===== src/rtl/dmem_responder.sv =====
// Word-addressed data-memory responder for the data_path load/store port.
// Latency: ready pulses WAIT_CYCLES+1 cycles after the accepting edge. One access is in flight at a time.
// Backpressure: req is accepted only in IDLE. A req raised while busy is ignored, not queued, so the
//   requester holds req until it sees ready. Throughput is one access per WAIT_CYCLES+2 cycles.
//
// Ports:
//   clk, reset       rising-edge clock; asynchronous active-low reset
//   req, we          access request; 1 = store, 0 = load (sampled with req)
//   byte_en[3:0]     store lane enables, bit i -> write_data[8i+7:8i]
//   addr[31:0]       byte address; word 0 lives at BASE_ADDR
//   write_data[31:0] store data
//   read_data[31:0]  load data, valid with ready, 0 otherwise
//   ready            one-cycle response strobe
//   err              out-of-range / misaligned access, valid with ready
//   busy             high from the cycle after acceptance through the response cycle
//
// Optional: define DMEM_CYCLE_COUNTER_EN to map a free-running 32-bit cycle counter
// at byte address 32'hFFFF_FFF0. Loads there read the counter and stores there are ignored.
// If the macro is undefined, that address faults like any other out-of-range access.

module dmem_responder #(
  parameter int          DEPTH       = 64,
  parameter int          ADDR_W      = 6,
  parameter int          WAIT_CYCLES = 1,
  parameter logic [31:0] BASE_ADDR   = 32'h0000_0000
) (
  input  logic        clk,
  input  logic        reset,
  input  logic        req,
  input  logic        we,
  input  logic [3:0]  byte_en,
  input  logic [31:0] addr,
  input  logic [31:0] write_data,
  output logic [31:0] read_data,
  output logic        ready,
  output logic        err,
  output logic        busy
);

  // Elaboration-time configuration checks
  if (WAIT_CYCLES < 0 || WAIT_CYCLES > 15) begin : g_bad_wait
    $error("dmem_responder: WAIT_CYCLES must be in 0..15");
  end
  if ((64'd1 << ADDR_W) < 64'(DEPTH)) begin : g_bad_addr_w
    $error("dmem_responder: ADDR_W too narrow for DEPTH");
  end

  localparam bit          HAS_WAIT = (WAIT_CYCLES > 0);
  localparam logic [3:0]  CNT_INIT = HAS_WAIT ? 4'(WAIT_CYCLES - 1) : 4'd0;

  typedef enum logic [1:0] {
    ST_IDLE = 2'd0,
    ST_WAIT = 2'd1,
    ST_RESP = 2'd2
  } state_t;

  state_t      state, state_nx;
  logic [3:0]  cnt, cnt_nx;

  // Request fields captured on acceptance
  logic        lat_we;
  logic [3:0]  lat_be;
  logic [31:0] lat_addr;
  logic [31:0] lat_wdata;

  // Operands of the access currently being decided. With WAIT_CYCLES=0 the
  // store commits on the accepting edge itself, before the latches are loaded.
  // The live inputs are therefore used while in IDLE and the latched copies
  // are used afterwards.
  logic        cur_we;
  logic [3:0]  cur_be;
  logic [31:0] cur_addr;
  logic [31:0] cur_wdata;

  logic              accept;
  logic              enter_resp;
  logic [29:0]       word_off;
  logic              below, over, misal;
  logic              fault;
  logic              wr_en;
  logic [ADDR_W-1:0] idx;
  logic              cyc_hit;
  logic [31:0]       cyc_val;

  logic [31:0] mem [DEPTH];

`ifdef DMEM_CYCLE_COUNTER_EN
  localparam logic [31:0] CYC_ADDR = 32'hFFFF_FFF0;
  logic [31:0] cyc_cnt;

  always_ff @(posedge clk or negedge reset) begin
    if (!reset) begin
      cyc_cnt <= '0;
    end else begin
      cyc_cnt <= cyc_cnt + 32'd1;
    end
  end

  assign cyc_hit = (cur_addr == CYC_ADDR);
  assign cyc_val = cyc_cnt;
`else
  assign cyc_hit = 1'b0;
  assign cyc_val = '0;
`endif

  always_comb begin
    if (state == ST_IDLE) begin
      cur_we    = we;
      cur_be    = byte_en;
      cur_addr  = addr;
      cur_wdata = write_data;
    end else begin
      cur_we    = lat_we;
      cur_be    = lat_be;
      cur_addr  = lat_addr;
      cur_wdata = lat_wdata;
    end
  end

  // Range check is done on word offsets. The two low address bits only matter
  // for the alignment check.
  assign word_off = cur_addr[31:2] - BASE_ADDR[31:2];
  assign below    = (cur_addr < BASE_ADDR);
  assign over     = (word_off >= 30'(DEPTH));
  assign misal    = (cur_addr[1:0] != 2'b00);
  assign fault    = !cyc_hit && (below || over || misal);
  assign idx      = word_off[ADDR_W-1:0];

  assign accept     = (state == ST_IDLE) && req;
  assign enter_resp = (state != ST_RESP) && (state_nx == ST_RESP);
  // Reset gates the write so that a pending access is dropped while reset is held.
  assign wr_en      = reset && enter_resp && cur_we && !fault && !cyc_hit;

  always_comb begin
    state_nx = state;
    cnt_nx   = cnt;
    case (state)
      ST_IDLE: begin
        if (req) begin
          if (HAS_WAIT) begin
            state_nx = ST_WAIT;
            cnt_nx   = CNT_INIT;
          end else begin
            state_nx = ST_RESP;
          end
        end
      end
      ST_WAIT: begin
        if (cnt == 4'd0) begin
          state_nx = ST_RESP;
        end else begin
          cnt_nx = cnt - 4'd1;
        end
      end
      ST_RESP: begin
        // A req seen here is deliberately not accepted.
        state_nx = ST_IDLE;
      end
      default: begin
        state_nx = ST_IDLE;
      end
    endcase
  end

  always_ff @(posedge clk or negedge reset) begin
    if (!reset) begin
      state     <= ST_IDLE;
      cnt       <= '0;
      ready     <= 1'b0;
      err       <= 1'b0;
      busy      <= 1'b0;
      read_data <= '0;
      lat_we    <= 1'b0;
      lat_be    <= '0;
      lat_addr  <= '0;
      lat_wdata <= '0;
    end else begin
      state <= state_nx;
      cnt   <= cnt_nx;
      ready <= enter_resp;
      err   <= enter_resp && fault;
      busy  <= (state_nx != ST_IDLE);
      // Only a good load drives data. Stores and faults respond with zero.
      if (enter_resp && !cur_we && !fault) begin
        read_data <= cyc_hit ? cyc_val : mem[idx];
      end else begin
        read_data <= '0;
      end
      if (accept) begin
        lat_we    <= we;
        lat_be    <= byte_en;
        lat_addr  <= addr;
        lat_wdata <= write_data;
      end
    end
  end

  // RAM array: contents are not reset
  always_ff @(posedge clk) begin
    if (wr_en) begin
      for (int i = 0; i < 4; i++) begin
        if (cur_be[i]) begin
          mem[idx][8*i +: 8] <= cur_wdata[8*i +: 8];
        end
      end
    end
  end

endmodule


===== config.mk =====
export PLATFORM = sky130hd
export DESIGN_NAME = dmem_responder
export DESIGN_NICKNAME = d
export VERILOG_FILES = /design/src/rtl/dmem_responder.sv
export SDC_FILE = /design/constraint.sdc
export NUM_CORES = 2
export LEC_CHECK = 0
export ABC_AREA = 1
export CAP_MARGIN = 25
export CORE_ASPECT_RATIO = 1.1
export CORE_MARGIN = 10
export CORE_UTILIZATION = 57
export DETAILED_ROUTE_END_ITERATION = 6
export GPL_TIMING_DRIVEN = 0
export PLACE_DENSITY_LB_ADDON = 0.05
export RECOVER_POWER = 100
export SYNTH_ARGS = -nofsm -noshare
export SYNTH_HDL_FRONTEND = slang
export SYNTH_SLANG_ARGS = --single-unit

===== constraint.sdc =====
create_clock -name clk -period 4.5 [get_ports clk]
set_input_delay 0.9 -clock clk [delete_from_list [all_inputs] [get_ports clk]]
set_output_delay 0.9 -clock clk [all_outputs]
set_load 0.01 [all_outputs]

=== Word-level counts from Yosys, hierarchy flattened ===
Memory sizes are Yosys's and may differ from the RTL's.
Index checks and enable logic that the tools add are counted.

* Bitwise gates (word level): 0
* Divide/modulo/power cells: 0
* $lt $le $gt $ge: 2
* Reductions and logical operators: 18
* $add $sub $neg: 1
* Multiply operators: 0
* Muxes and demuxes: 23
* Equal/unequal tests: 5
* Shifts and indexed selects: 0

{| class="wikitable"
|+ Operators by type and width
! cell !! number
|-
| $mux W32 || 3
|-
| $lt A32 B1 Y1 const B || 1
|-
| $ge A30 B7 Y1 const B || 1
|-
| $mux W1 || 13
|-
| $mux W4 || 3
|-
| $logic_and A1 B1 Y1 || 8
|-
| $pmux W4 S2 || 1
|-
| $ne A2 B2 Y1 const B || 3
|-
| $reduce_bool A2 Y1 || 3
|-
| $logic_not A4 Y1 || 1
|-
| $mux W2 || 2
|-
| $pmux W2 S2 || 1
|-
| $sub A4 B1 Y4 const B || 1
|-
| $reduce_and A3 Y1 || 1
|-
| $eq A2 B1 Y1 const B || 1
|-
| $eq A2 B2 Y1 const B || 1
|-
| $logic_not A1 Y1 || 2
|-
| $logic_not A2 Y1 || 1
|-
| $logic_or A1 B1 Y1 || 2
|}

* Bits in registers: 110
* Memories: 1
* Word-level logic and storage cells: 60
* Output and inout port bits: 35
* Latch bits: 0
* Bits in read-only memories: 0
* Bits in writable memories: 2048
* Input port bits: 72

{| class="wikitable"
|+ Memory list
! memory !! words !! bits a word !! rd ports !! clocked after memory_dff !! wr ports !! line !! text
|-
| mem || 64 || 32 || 1 || 0 || 1 || 85 || <nowiki>logic [31:0] mem [DEPTH];</nowiki>
|}

=== Logic depth before layout (Yosys ltp) ===
* Depth after elaboration: 10
* Depth in mapped cells: 17

=== Worst setup path after synthesis ===
No wires, ideal clock.

* Path type: register to register
* Start: register state[0]
* End: memory mem[0][0], data pin
* Setup slack: 194 ps
* Setup time: 702 ps
* Cell stages (with the launch flop): 7
* Arrival: 3604 ps
* Period minus slack after synthesis: 4306 ps
* Cell sequence: dfrtp_1 -> inv_2 -> nand2_4 -> buf_6 -> clkbuf_1 -> clkbuf_1 -> o21ai_0

* Cells in the longest elaborated chain, start to end: 2

{| class="wikitable"
|+ RTL lines
! what !! line !! text
|-
| from (decl) || 57 || <nowiki>state_t state, state_nx;</nowiki>
|-
| from (signal assigned) || 178 || <nowiki>state <= state_nx;</nowiki>
|-
| $logic_not A2 Y1 || 107 || <nowiki>if (state == ST_IDLE) begin</nowiki>
|-
| $mux W32 || 107 ||
|-
| named net cur_wdata[0] || 73 || <nowiki>logic [31:0] cur_wdata;</nowiki>
|-
| to (decl) || 85 ||
|}

The timed path passes the listed nets, and every way through them passes these cells.

=== Worst setup path in the final report ===
* Start: input addr[4]
* End: memory mem[44][9] (enable)

* Cells in the longest elaborated chain, start to end: 8

{| class="wikitable"
|+ RTL lines
! what !! line !! text
|-
| from (decl) || 32 || <nowiki>input logic [31:0] addr,</nowiki>
|-
| $mux W32 * || 107 ||
|-
| $lt A32 B1 Y1 or $ge A30 B7 Y1 (tied branches) || 123, 124 ||
|-
| $logic_or A1 B1 Y1 (2 in a row) || 126 || <nowiki>assign fault = !cyc_hit && (below || over || misal);</nowiki>
|-
| $logic_not A1 Y1 || 132 || <nowiki>assign wr_en = reset && enter_resp && cur_we && !fault && !cyc_hit;</nowiki>
|-
| $logic_and A1 B1 Y1 || 132 ||
|-
| $mux W1 || 200 || <nowiki>if (wr_en) begin</nowiki>
|-
| $mux W1 (not written as such) || 203 || <nowiki>mem[idx][8*i +: 8] <= cur_wdata[8*i +: 8];</nowiki>
|}

Every way passes the cells marked *; elsewhere a longest branch is shown, timed or not.

==> impl_metrics.py <==
metrics = {
    "status": {
        "status": "finished, violations left",
        "violations": "capacitance limit, slew limit, setup timing",
    },
    "yosys": {
        "synth_most_common_cell": "nand2_1",
        "synth_area_leaders": "edfxtp_1 (69%), nand2_1 (13%), nor2_1 (3.2%)",
        "yosysTopAreaCellShare_pct": 68.7,
        "yosysSeqAreaShare_pct": 71.7,
        "synth_edf_count": 2048,
        "ys.flop_type": "edfxtp_1",
        "synth_cell_types": 29,
        "ys_top_cells_by_count": "nand2_1 (3088), edfxtp_1 (2048), nor2_1 (774)",
        "syn_area_per_cell_um2": 10.8,
        "yosysWarnings": 0,
        "async_flop_share_pct": 5.10,
        "syn_inst": 8282,
        "synth_seq_cells": 2158,
        "yosysTopAreaCell": "edfxtp_1",
        "syn_nets": 8356,
        "synth_area_um2": 89600,
    },
    "sta": {
        "setup_ws_ns": -0.214,
        "final-hold-violation-count": 0,
        "period_needed_ns": 4.71,
        "slew_viol_final": 415,
        "fmax_mhz": 212,
        "rsz0062_at_grt": "true",
        "fin_hold_ws_ns": 0.483,
        "worst_pin_slew_ns": 2.70,
        "setup_violations": 344,
        "skew_ns": 0.0332,
        "period_share_pct": 105,
        "slew_headroom_pct": -81.0,
    },
    "pwr": {
        "powerDensity_nw_per_um2": 802,
        "internal-power_mw": 43.1,
        "p_leak_nw": 39.7,
        "p_sw_share_pct": 47.3,
        "pwr-share-seq_pct": 32.4,
        "power_frac_comb_pct": 46.5,
        "power_switching_mw": 38.6,
        "peakVddDrop_uv": 717,
        "p_clk_share_pct": 21.1,
        "power.total_mw": 81.7,
    },
    "worst_hold_path": {
        "hp-start": "lat_wdata[20]",
        "whs_endpoint": "lat_wdata[20]",
        "whs_path_depth": 2,
        "hold_path.class": "flip-flop to flip-flop",
    },
    "detailed_routing": {
        "finalWirelength_um": 341000,
        "vias_per_cell": 6.01,
        "detail-route-antenna-nets": 0,
        "detailedRoute.firstPassIterationCount": 6,
        "vias": 66200,
        "avgRoutedWirePerCell_um": 31.0,
        "drt_iter0_drc": 10200,
        "drc": 0,
    },
    "worst_setup_path": {
        "r2r_start": "state[1]",
        "rr_worst_depth": 13,
        "endpoint_kind": "flip-flop",
        "critPathArrivalTime_ns": 5.28,
        "crit_required_ns": 5.07,
        "crit_path_max_fanout": 10,
        "critical_path_class": "input port to flip-flop",
        "start_kind": "input port",
        "r2r_slack_ns": -0.21,
        "worstReg2RegEnd": "mem[44][9]",
    },
    "die": {
        "initial_core_util_pct": 57.4,
        "die_h_um": 436,
        "die_area_um2": 173000,
        "io_pins": 107,
        "core_area_um2": 156000,
        "fp-row-count": 152,
        "die_w_um": 398,
    },
    "clocking": {
        "cts_buffer_depth": 3,
        "htreeDepth": 4,
        "clkSinkCount": 2158,
        "clk_pin_slew_ns": 0.06,
        "root_buffer": "clkbuf_16",
        "worstSkewPairLatency_ns": 0.88,
        "cts_made_buffers": 208,
        "tritoncts": "built",
    },
    "layout": {
        "fin_util_pct": 65.2,
        "num-fill-cells": 12200,
        "drive_above_1_share_pct": 9.46,
        "fin_area_um2": 102000,
        "area_delta_synth_final_pct": 13.7,
        "fin_nets": 8824,
    },
    "grt": {
        "grt_usage_pct": 38.5,
        "grt_pass1_vias": 61000,
        "overflow": 0,
        "antenna_found_initial": 25,
        "grt_max_degree": 69,
        "grt_pass1_wl_um": 462000,
    },
    "placed_design": {
        "gp_congestion": 1.01,
        "port_buffers": 106,
        "placed_area_um2": 95800,
        "place_hpwl_um": 249000,
    },
    "job": {
        "cap_violations": 25,
    },
}
-- kinds of logic (layout without fill, tap and decap cells) --
| logic type | after synthesis | in the layout | synth area share, % |
|---|---|---|---|
| AO/OA/AOI/OAI | 551 | 551 | 3.09 |
| flip-flops | 2158 | 2158 | 71.7 |
| buffers and inverters | 996 | 1638 | 4.69 |
| adder cells (fa/ha/maj) | 2 | 2 | 0.0279 |
| XOR/XNOR | 2 | 2 | 0.0196 |
| AND/OR/NAND/NOR | 4573 | 4573 | 20.4 |
| other | 0 | 12 | 0 |
-- worst max-delay path by stage --
stage / start / to / slack [ns]
2_1_floorplan: state[0] / mem[0][0] / 0.19
3_3_place_gp: write_data[9] / mem[24][9] / -6.87
3_5_place_dp: addr[4] / mem[61][16] / -1.52
4_1_cts: state[1] / mem[9][26] / -0.03
5_1_grt: state[1] / mem[30][10] / -0.02
6_report: addr[4] / mem[44][9] / -0.21
-- cell type report --
| type | instances | area, um^2 | share of cell area, % |
|---|---|---|---|
| Multi-Input combinational cell | 5128 | 21500 | 21.1 |
| Antenna cell | 12 | 30.0 | 0.0295 |
| Clock inverter | 121 | 1050 | 1.03 |
| Buffer | 445 | 2130 | 2.09 |
| Tap cell | 2079 | 2600 | 2.55 |
| Clock buffer | 263 | 5510 | 5.41 |
| Inverter | 551 | 2070 | 2.03 |
| Sequential cell | 2158 | 64300 | 63.1 |
| Timing Repair Buffer | 258 | 2700 | 2.65 |
-- power by group through the flow --
stage / Sequential, mW / Clock [mW] / Combinational (mW)
after floorplan: 27.3 / 0 / 17.1
after global placement: 27.7 / 0 / 33.3
after detailed placement: 26.7 / 0 / 37.2
after CTS: 26.2 / 17.2 / 37.4
after global routing: 26.5 / 17.9 / 39.0
final: 26.4 / 17.2 / 38.0
-- critical path: stages --
cell             delay, ns
clkdlybuf4s50_1       0.49
inv_1                 0.06
nand2_1               0.07
nand2_2               0.37
nor2_4                0.48
buf_2                 0.55
buf_4                 0.35
inv_2                 0.09
nor2_2                0.50
buf_6                 0.25
nand2_1               0.21
nor2_1                0.67
buf_6                 0.24
-- state kept, by name, summed over array words and instances (netlist names), 2 cells and up --
register   cells
lat_addr      32
lat_be         4
lat_wdata     32
read_data     32
cnt            4
mem         2048
state          2
-- through the flow --
step	TNS (ns)	instances	setup WS, ns
after floorplan	0	8282	0.194
final	-19.87	11000	-0.214
after CTS	-0.708	11000	-0.0320
after global routing	-0.419	11000	-0.0229
after detailed placement	-1708.76	10600	-1.52
after global placement	-	10500	-6.87
-- placed cells by master (no fill, tap or decap), types with 36 or more instances in the layout --
| cell | count |
|---|---|
| buf_2 | 187 |
| clkbuf_16 | 212 |
| o21ai_0 | 485 |
| dlygate4sd3_1 | 36 |
| nor2_1 | 656 |
| buf_1 | 45 |
| inv_1 | 544 |
| clkbuf_1 | 234 |
| nand3_1 | 563 |
| buf_6 | 82 |
| clkbuf_2 | 37 |
| nand4_1 | 74 |
| dfrtp_1 | 110 |
| nand2_1 | 3088 |
| nor2_2 | 153 |
| clkdlybuf4s50_1 | 70 |
| clkinv_1 | 50 |
| edfxtp_1 | 2048 |
| clkinv_2 | 39 |
-- layer usage --
layer	vias up	share of wire, %	global-route usage (%)
met5	-	0.024	0
met4	12	8.3	25.9
met3	1053	13	10.8
met2	4638	44	58.0
met1	32000	35	48.5
li1	28500	-	-
-- timing repair --
item,in CTS,in global routing
endpoints found under the hold margin,20,0
gates resized for setup,79,59
pin swaps,0,1
setup endpoints to repair,982,506
gates cloned,0,0
buffers inserted,0,2
hold buffers,1,0
(Power assumes the default switching activity.)
